`config.mk`:
```
export PLATFORM = sky130hd
export DESIGN_NAME = axis_tensor_streamer
export DESIGN_NICKNAME = d
export VERILOG_FILES = /design/src/rtl/backbone_pkg.sv /design/src/rtl/axis_skid_fifo2.sv /design/src/rtl/axis_tensor_streamer.sv
export SDC_FILE = /design/constraint.sdc
export NUM_CORES = 1
export LEC_CHECK = 0
export BUFFER_PORTS_ARGS = -buffer_cell sky130_fd_sc_hd__buf_2
export CAP_MARGIN = 20
export CORE_MARGIN = 4
export CORE_UTILIZATION = 51
export DETAILED_ROUTE_END_ITERATION = 8
export PLACE_DENSITY = 0.77
export SYNTH_ARGS = -nofsm -noshare
export SYNTH_HDL_FRONTEND = slang
export SYNTH_SLANG_ARGS = --single-unit
```
`constraint.sdc`:
```
create_clock -name clk -period 3.92 [get_ports clk]
set_input_delay 0.196 -clock clk [delete_from_list [all_inputs] [get_ports clk]]
set_output_delay 0.196 -clock clk [all_outputs]
set_load 0.05 [all_outputs]
```
`src/rtl/backbone_pkg.sv`:
```
// Shared backbone types and constants: stream word width, conv1 stream lengths,
// and the tensor streamer FSM encoding.
package backbone_pkg;

  localparam int unsigned DATA_W = 32;

  localparam int unsigned CONV1_FMAP_TOT   = 37632;
  localparam int unsigned CONV1_WEIGHT_TOT = 9408;

  typedef enum logic [1:0] {
    StIdle,
    StStream,
    StFinish
  } streamer_state_t;

endpackage

```
`src/rtl/axis_skid_fifo2.sv`:
```
// Two-entry FIFO with a registered head slot; push and pop may coincide, including when full.
// Entry 0 is always the head, so the output comes straight from a flop.
module axis_skid_fifo2 #(
  parameter int unsigned Width = 8
) (
  input  logic             clk,
  input  logic             rst_n,
  input  logic             push_i,
  input  logic [Width-1:0] push_data_i,
  input  logic             pop_i,
  output logic [Width-1:0] head_o,
  output logic             full_o,
  output logic             empty_o,
  output logic [1:0]       count_o
);

  logic [Width-1:0] mem_q [2];
  logic [1:0]       count_q;
  logic             do_pop;
  logic             do_push;
  logic [1:0]       wr_idx;

  assign do_pop  = pop_i && (count_q != 2'd0);
  assign do_push = push_i && ((count_q != 2'd2) || do_pop);
  // Slot the new word lands in once any pop has shifted entry 1 forward.
  assign wr_idx  = count_q - {1'b0, do_pop};

  always_ff @(posedge clk) begin
    if (!rst_n) begin
      mem_q[0] <= '0;
      mem_q[1] <= '0;
      count_q  <= 2'd0;
    end else begin
      count_q <= count_q + {1'b0, do_push} - {1'b0, do_pop};
      if (do_pop) begin
        mem_q[0] <= mem_q[1];
      end
      if (do_push) begin
        mem_q[wr_idx[0]] <= push_data_i;
      end
    end
  end

  assign head_o  = mem_q[0];
  assign full_o  = (count_q == 2'd2);
  assign empty_o = (count_q == 2'd0);
  assign count_o = count_q;

endmodule

```
`src/rtl/axis_tensor_streamer.sv`:
```
// Memory-to-AXI-Stream transmitter: streams `length` SRAM words from `base_addr` as one packet.
// Define STREAMER_PERF_CNT_EN to build the backpressure stall counter on stall_cycles.
module axis_tensor_streamer #(
  parameter int unsigned DATA_W = backbone_pkg::DATA_W,
  parameter int unsigned ADDR_W = 16,
  parameter int unsigned LEN_W  = 18
) (
  input  logic              clk,
  input  logic              rst_n,
  input  logic              start,
  input  logic [ADDR_W-1:0] base_addr,
  input  logic [LEN_W-1:0]  length,
  output logic              busy,
  output logic              done,
  output logic              mem_rd_en,
  output logic [ADDR_W-1:0] mem_rd_addr,
  input  logic [DATA_W-1:0] mem_rd_data,
  output logic              m_axis_tvalid,
  input  logic              m_axis_tready,
  output logic [DATA_W-1:0] m_axis_tdata,
  output logic              m_axis_tlast,
  output logic [31:0]       stall_cycles
);

  import backbone_pkg::*;

  streamer_state_t   state_q;
  logic [ADDR_W-1:0] base_q;
  logic [LEN_W-1:0]  len_q;
  logic [LEN_W-1:0]  issued_q;
  logic [LEN_W-1:0]  sent_q;
  logic              busy_q;
  logic              done_q;
  logic              inflight_q;
  logic              inflight_last_q;

  logic [1:0]        fifo_count;
  logic              fifo_full;
  logic              fifo_empty;
  logic [DATA_W:0]   fifo_head;
  logic              pop;
  logic              rd_en;
  logic              last_issue;
  logic [2:0]        occ_after_pop;

  assign m_axis_tvalid = !fifo_empty;
  assign m_axis_tdata  = fifo_head[DATA_W-1:0];
  assign m_axis_tlast  = fifo_head[DATA_W];
  assign pop           = m_axis_tvalid && m_axis_tready;

  // Credit the slot being popped this cycle so steady tready=1 sustains one beat per cycle.
  assign occ_after_pop = 3'(fifo_count) - 3'(pop) + 3'(inflight_q);
  assign rd_en         = (state_q == StStream) && (issued_q < len_q) && (occ_after_pop < 3'd2);
  assign last_issue    = (issued_q == len_q - LEN_W'(1));

  assign mem_rd_en   = rd_en;
  assign mem_rd_addr = base_q + ADDR_W'(issued_q);
  assign busy        = busy_q;
  assign done        = done_q;

  axis_skid_fifo2 #(
    .Width(DATA_W + 1)
  ) u_fifo (
    .clk        (clk),
    .rst_n      (rst_n),
    .push_i     (inflight_q),
    .push_data_i({inflight_last_q, mem_rd_data}),
    .pop_i      (pop),
    .head_o     (fifo_head),
    .full_o     (fifo_full),
    .empty_o    (fifo_empty),
    .count_o    (fifo_count)
  );

  always_ff @(posedge clk) begin
    if (!rst_n) begin
      state_q         <= StIdle;
      base_q          <= '0;
      len_q           <= '0;
      issued_q        <= '0;
      sent_q          <= '0;
      busy_q          <= 1'b0;
      done_q          <= 1'b0;
      inflight_q      <= 1'b0;
      inflight_last_q <= 1'b0;
    end else begin
      // Read data returns one cycle after the strobe; track it so it can be pushed on arrival.
      inflight_q      <= rd_en;
      inflight_last_q <= rd_en && last_issue;
      if (rd_en) begin
        issued_q <= issued_q + LEN_W'(1);
      end
      unique case (state_q)
        StIdle: begin
          if (start) begin
            base_q   <= base_addr;
            len_q    <= length;
            issued_q <= '0;
            sent_q   <= '0;
            if (length == '0) begin
              state_q <= StFinish;
              done_q  <= 1'b1;
            end else begin
              state_q <= StStream;
              busy_q  <= 1'b1;
            end
          end
        end
        StStream: begin
          if (pop) begin
            sent_q <= sent_q + LEN_W'(1);
            if (sent_q == len_q - LEN_W'(1)) begin
              state_q <= StFinish;
              busy_q  <= 1'b0;
              done_q  <= 1'b1;
            end
          end
        end
        StFinish: begin
          state_q <= StIdle;
          done_q  <= 1'b0;
        end
        default: state_q <= StIdle;
      endcase
    end
  end

  // Read credits guarantee a returning word always finds a free slot.
  a_no_overflow: assert property (@(posedge clk) disable iff (!rst_n)
    !(inflight_q && fifo_full && !pop));

`ifdef STREAMER_PERF_CNT_EN
  logic [31:0] stall_q;

  always_ff @(posedge clk) begin
    if (!rst_n) begin
      stall_q <= '0;
    end else if ((state_q == StIdle) && start) begin
      stall_q <= '0;
    end else if (busy_q && m_axis_tvalid && !m_axis_tready && (stall_q != '1)) begin
      stall_q <= stall_q + 32'd1;
    end
  end

  assign stall_cycles = stall_q;
`else
  assign stall_cycles = '0;
`endif

endmodule

```
==> impl_results.html <==
<table>
<tr><th>Metric</th><th>Value</th></tr>
<tr><th colspan="2">Global route</th></tr>
<tr><td>Global route total overflow</td><td>0</td></tr>
<tr><td>Global-route wire length before repair</td><td>29100 µm</td></tr>
<tr><td>Number of antenna violations at the first check in global routing</td><td>0</td></tr>
<tr><td>Number of global-route vias before repair</td><td>5983</td></tr>
<tr><td>Pin count of the biggest net entering global routing</td><td>67</td></tr>
<tr><td>GRT Total Usage</td><td>19.9%</td></tr>
<tr><th colspan="2">Timing</th></tr>
<tr><td>Final Max Tran Viols</td><td>0</td></tr>
<tr><td>Achievable frequency</td><td>0.273 GHz</td></tr>
<tr><td>Final setup fails</td><td>0</td></tr>
<tr><td>Worst Max-Slew Pin Slew</td><td>1.10 ns</td></tr>
<tr><td>Final hold violation count</td><td>0</td></tr>
<tr><td>Final-layout setup total negative slack</td><td>0 ns</td></tr>
<tr><td>Time the worst path needs with I/O delays and setup</td><td>3.66 ns</td></tr>
<tr><td>RSZ-0062 raised after global routing</td><td>no</td></tr>
<tr><td>Final worst hold slack</td><td>0.0228 ns</td></tr>
<tr><td>Worst slew slack as a fraction of its limit</td><td>26.4%</td></tr>
<tr><td>Post-route clock period utilization</td><td>93.3%</td></tr>
<tr><td>Worst Skew</td><td>0.00637 ns</td></tr>
<tr><th colspan="2">CTS</th></tr>
<tr><td>Clk buf depth</td><td>2</td></tr>
<tr><td>Clock sink count</td><td>144</td></tr>
<tr><td>CTS tree</td><td>yes</td></tr>
<tr><td>CTS Hold Bufs</td><td>0</td></tr>
<tr><td>Cell chosen for the clock root</td><td>clkbuf_16</td></tr>
<tr><td>CTS Buf Count</td><td>17</td></tr>
<tr><td>Register clock-pin slew on the reported worst setup and hold paths</td><td>0.06 ns</td></tr>
<tr><td>Later-pin clock latency in the skew report</td><td>0.42 ns</td></tr>
<tr><td>Number of H-tree levels</td><td>4</td></tr>
<tr><td>Number of gates resized after CTS</td><td>1</td></tr>
<tr><td>Post-CTS Repair Setup Buffers</td><td>0</td></tr>
<tr><th colspan="2">Place</th></tr>
<tr><td>HPWL after DPL</td><td>13100 µm</td></tr>
<tr><td>Placer's final routability congestion estimate</td><td>0.896</td></tr>
<tr><td>Number of buffer cells added on primary ports</td><td>122</td></tr>
<tr><td>Post-Place Cells</td><td>1201</td></tr>
<tr><th colspan="2">Synth</th></tr>
<tr><td>Dominant combinational cell family by area after synthesis</td><td>simple AND/OR/NAND/NOR gates</td></tr>
<tr><td>Post-synthesis share of cell area spent on and, or, nand and nor gates</td><td>22.7%</td></tr>
<tr><td>Number of flops mapped to enable cells by yosys</td><td>66</td></tr>
<tr><td>Ranking of synthesized cells by area</td><td>edfxtp_1 (24%), dfxtp_1 (19%), nand2_1 (8.2%)</td></tr>
<tr><td>Count of state elements after synthesis</td><td>144</td></tr>
<tr><td>Share of cell area taken by muxes after synthesis</td><td>0.617%</td></tr>
<tr><td>Cell Area, Synth</td><td>8110 µm²</td></tr>
<tr><td>Fraction of registers with async set or reset after synthesis</td><td>0%</td></tr>
<tr><td>Number of distinct library cells after synthesis</td><td>54</td></tr>
<tr><td>Dominant synthesized flop cell</td><td>dfxtp_1</td></tr>
<tr><td>Yosys top cell by area</td><td>edfxtp_1</td></tr>
<tr><td>Yosys warning total</td><td>0</td></tr>
<tr><td>Number of instances in the synthesized netlist</td><td>898</td></tr>
<tr><td>Sequential area share after synthesis</td><td>43.7%</td></tr>
<tr><td>Area fraction in compound gates after synthesis</td><td>11.9%</td></tr>
<tr><td>Area share of the largest cell type after synthesis</td><td>24.4%</td></tr>
<tr><td>Adder-cell share of the synthesized area</td><td>6.51%</td></tr>
<tr><td>Mean instance size in the synthesized netlist</td><td>9.03 µm²</td></tr>
<tr><td>XOR/XNOR share of the synthesized area</td><td>8.42%</td></tr>
<tr><th colspan="2">Power and ir drop</th></tr>
<tr><td>Post-route total power</td><td>4.87 mW</td></tr>
<tr><td>Leakage power</td><td>3.83 nW</td></tr>
<tr><td>Largest vdd supply drop</td><td>0.326 mV</td></tr>
<tr><td>Total power density per cell area</td><td>517 nW/µm²</td></tr>
<tr><th colspan="2">Routing</th></tr>
<tr><td>Antenna-violating nets left</td><td>0</td></tr>
<tr><td>Final Routed Wirelength</td><td>18000 µm</td></tr>
<tr><td>Number of detailed-route iterations in the first pass</td><td>5</td></tr>
<tr><td>Drt initial violations</td><td>411</td></tr>
<tr><td>Post-route DRC violation count</td><td>0</td></tr>
<tr><td>Detailed-route via count</td><td>6583</td></tr>
<tr><td>Routed via count divided by cell count</td><td>5.34</td></tr>
<tr><td>Wirelength per Cell</td><td>14.6 µm</td></tr>
<tr><th colspan="2">Floorplan</th></tr>
<tr><td>I/O pin cnt</td><td>155</td></tr>
<tr><td>Die Outline Area</td><td>18000 µm²</td></tr>
<tr><td>Row count</td><td>45</td></tr>
<tr><td>Chip Width</td><td>134 µm</td></tr>
<tr><td>Effective utilization at floorplan</td><td>52.8%</td></tr>
<tr><td>Height of the die</td><td>134 µm</td></tr>
<tr><td>Area of the core</td><td>15400 µm²</td></tr>
<tr><th colspan="2">Finish</th></tr>
<tr><td>Non-filler instance count after layout</td><td>1233</td></tr>
<tr><td>Number of antenna diodes</td><td>0</td></tr>
<tr><td>Number of nets in the finished design</td><td>1120</td></tr>
<tr><td>Area growth, synth to finish</td><td>16.2%</td></tr>
<tr><td>Util after Layout</td><td>61.3%</td></tr>
<tr><td>Share of post-route cells with drive strength above 1</td><td>16.8%</td></tr>
<tr><th colspan="2">Worst setup path</th></tr>
<tr><td>Highest fanout seen on the critical path</td><td>12</td></tr>
<tr><td>Critical Path End Type</td><td>output pin</td></tr>
<tr><td>Arr. time, crit path</td><td>3.46 ns</td></tr>
<tr><td>Startpoint class of the critical path</td><td>register</td></tr>
<tr><td>Category of the critical setup timing path</td><td>register to output pin</td></tr>
<tr><td>Required time of the worst setup path</td><td>3.72 ns</td></tr>
<tr><th colspan="2">Hold path</th></tr>
<tr><td>Worst hold path class</td><td>primary input to register</td></tr>
<tr><th colspan="2">Outcome</th></tr>
<tr><td>Result of the run</td><td>complete, no violations</td></tr>
<tr><th colspan="2">Flow run</th></tr>
<tr><td>Number of violations of the max-capacitance limit</td><td>0</td></tr>
</table>
==> sequential cells by signal (all words and copies together) (netlist names), 2 cells and up <==
name	count
base_q	16
len_q	18
state_q	2
u_fifo.count_o	2
u_fifo.mem_q	66
sent_q	18
issued_q	18
==> Yosys cell counts (all sizes together) (2+ instances only) <==
cell type and count:
or3 4, a21o 5, and3b 2, a211oi 4, and2 41, xnor2 57
buf 35, xor2 21, nand2 178, o31ai 5, edfxtp 66, ha 39
mux2i 5, nand2b 7, o21a 9, o21ai 49, a41oi 2, a21boi 35
nor2b 6, fa 2, nor4 12, and3 7, or2 2, a31oi 3
or4 14, nor3b 2, dfxtp 78, inv 31, nor2 40, nor3 21
clkbuf 33, nand4b 2, nand4 14, a21oi 22, nand3 25, o211ai 8
==> path summary, 6_finish.rpt <==
kind,cells past startpoint,endpoint,start,slack [ns]
hold / removal,3,base_q[8],base_addr[8],0.02
setup reg to reg,12,inflight_last_q,u_fifo.count_o[1],0.68
hold reg to reg,2,base_q[7],base_q[7],0.47
setup / recovery,11,mem_rd_en,u_fifo.count_o[1],0.26
==> critical path, cell delays in order (launching register included) <==
cell	delay [ns]
dfxtp_1	0.42
o21a_1	0.23
ha_1	0.29
inv_1	0.15
nand2_1	0.08
fa_1	0.38
xnor2_1	0.14
nand4b_1	0.19
nor2_1	0.09
a21oi_2	0.41
clkinv_1	0.35
buf_2	0.30
==> final cells by class <==
class	instances	area, µm²
clock buffer	17	425
clock inverter	15	200
fill	1330	5940
inverter	32	120
multi-input combinational	685	4200
sequential	144	3540
tap	211	264
timing repair buffer	129	671
==> power breakdown <==
part	switching [mW]	total (mW)	internal, mW
combinational	0.971	1.32	0.350
clock	0.684	1.71	1.03
sequential	0.0793	1.84	1.76
==> layer usage <==
layer	wire length, µm	GRT usage, %	vias to the layer above
met5	0	0	-
met3	1230	4.46	23
met1	8360	27.5	3061
li1	-	-	3279
met4	277	5.60	0
met2	8170	31.5	220
==> placed cells by master (no fill, tap or decap), drive strengths merged, types with 14 or more instances in the layout <==
master | synthesis | routed
nor3 | 21 | 21
nand3 | 25 | 25
conb | 1 | 32
buf | 35 | 129
ha | 39 | 39
o21ai | 49 | 49
dfxtp | 78 | 78
and2 | 41 | 41
nor2 | 40 | 40
clkbuf | 33 | 17
nand4 | 14 | 14
xor2 | 21 | 21
inv | 31 | 38
nand2 | 178 | 178
a21boi | 35 | 35
a21oi | 22 | 22
edfxtp | 66 | 66
xnor2 | 57 | 57
or4 | 14 | 14
==> per-stage QoR <==
step           area, µm²  setup slack, ns
3_3_place_gp        8780            0.515
5_1_grt             9430          0.00904
4_1_cts             9430            0.184
6_report            9430            0.264
2_1_floorplan       8230            0.210
3_5_place_dp        8800            0.377
==> logic make-up after synthesis <==
logic type | count (synthesis)
DFF | 144
xor gates and xnor gates | 78
adders and majority gates | 41
muxes | 5
AOI/OAI and AO/OA | 151
other | 1
buffers and inverters | 100
and+or+nand+nor | 378
(Power assumes the default switching activity.)
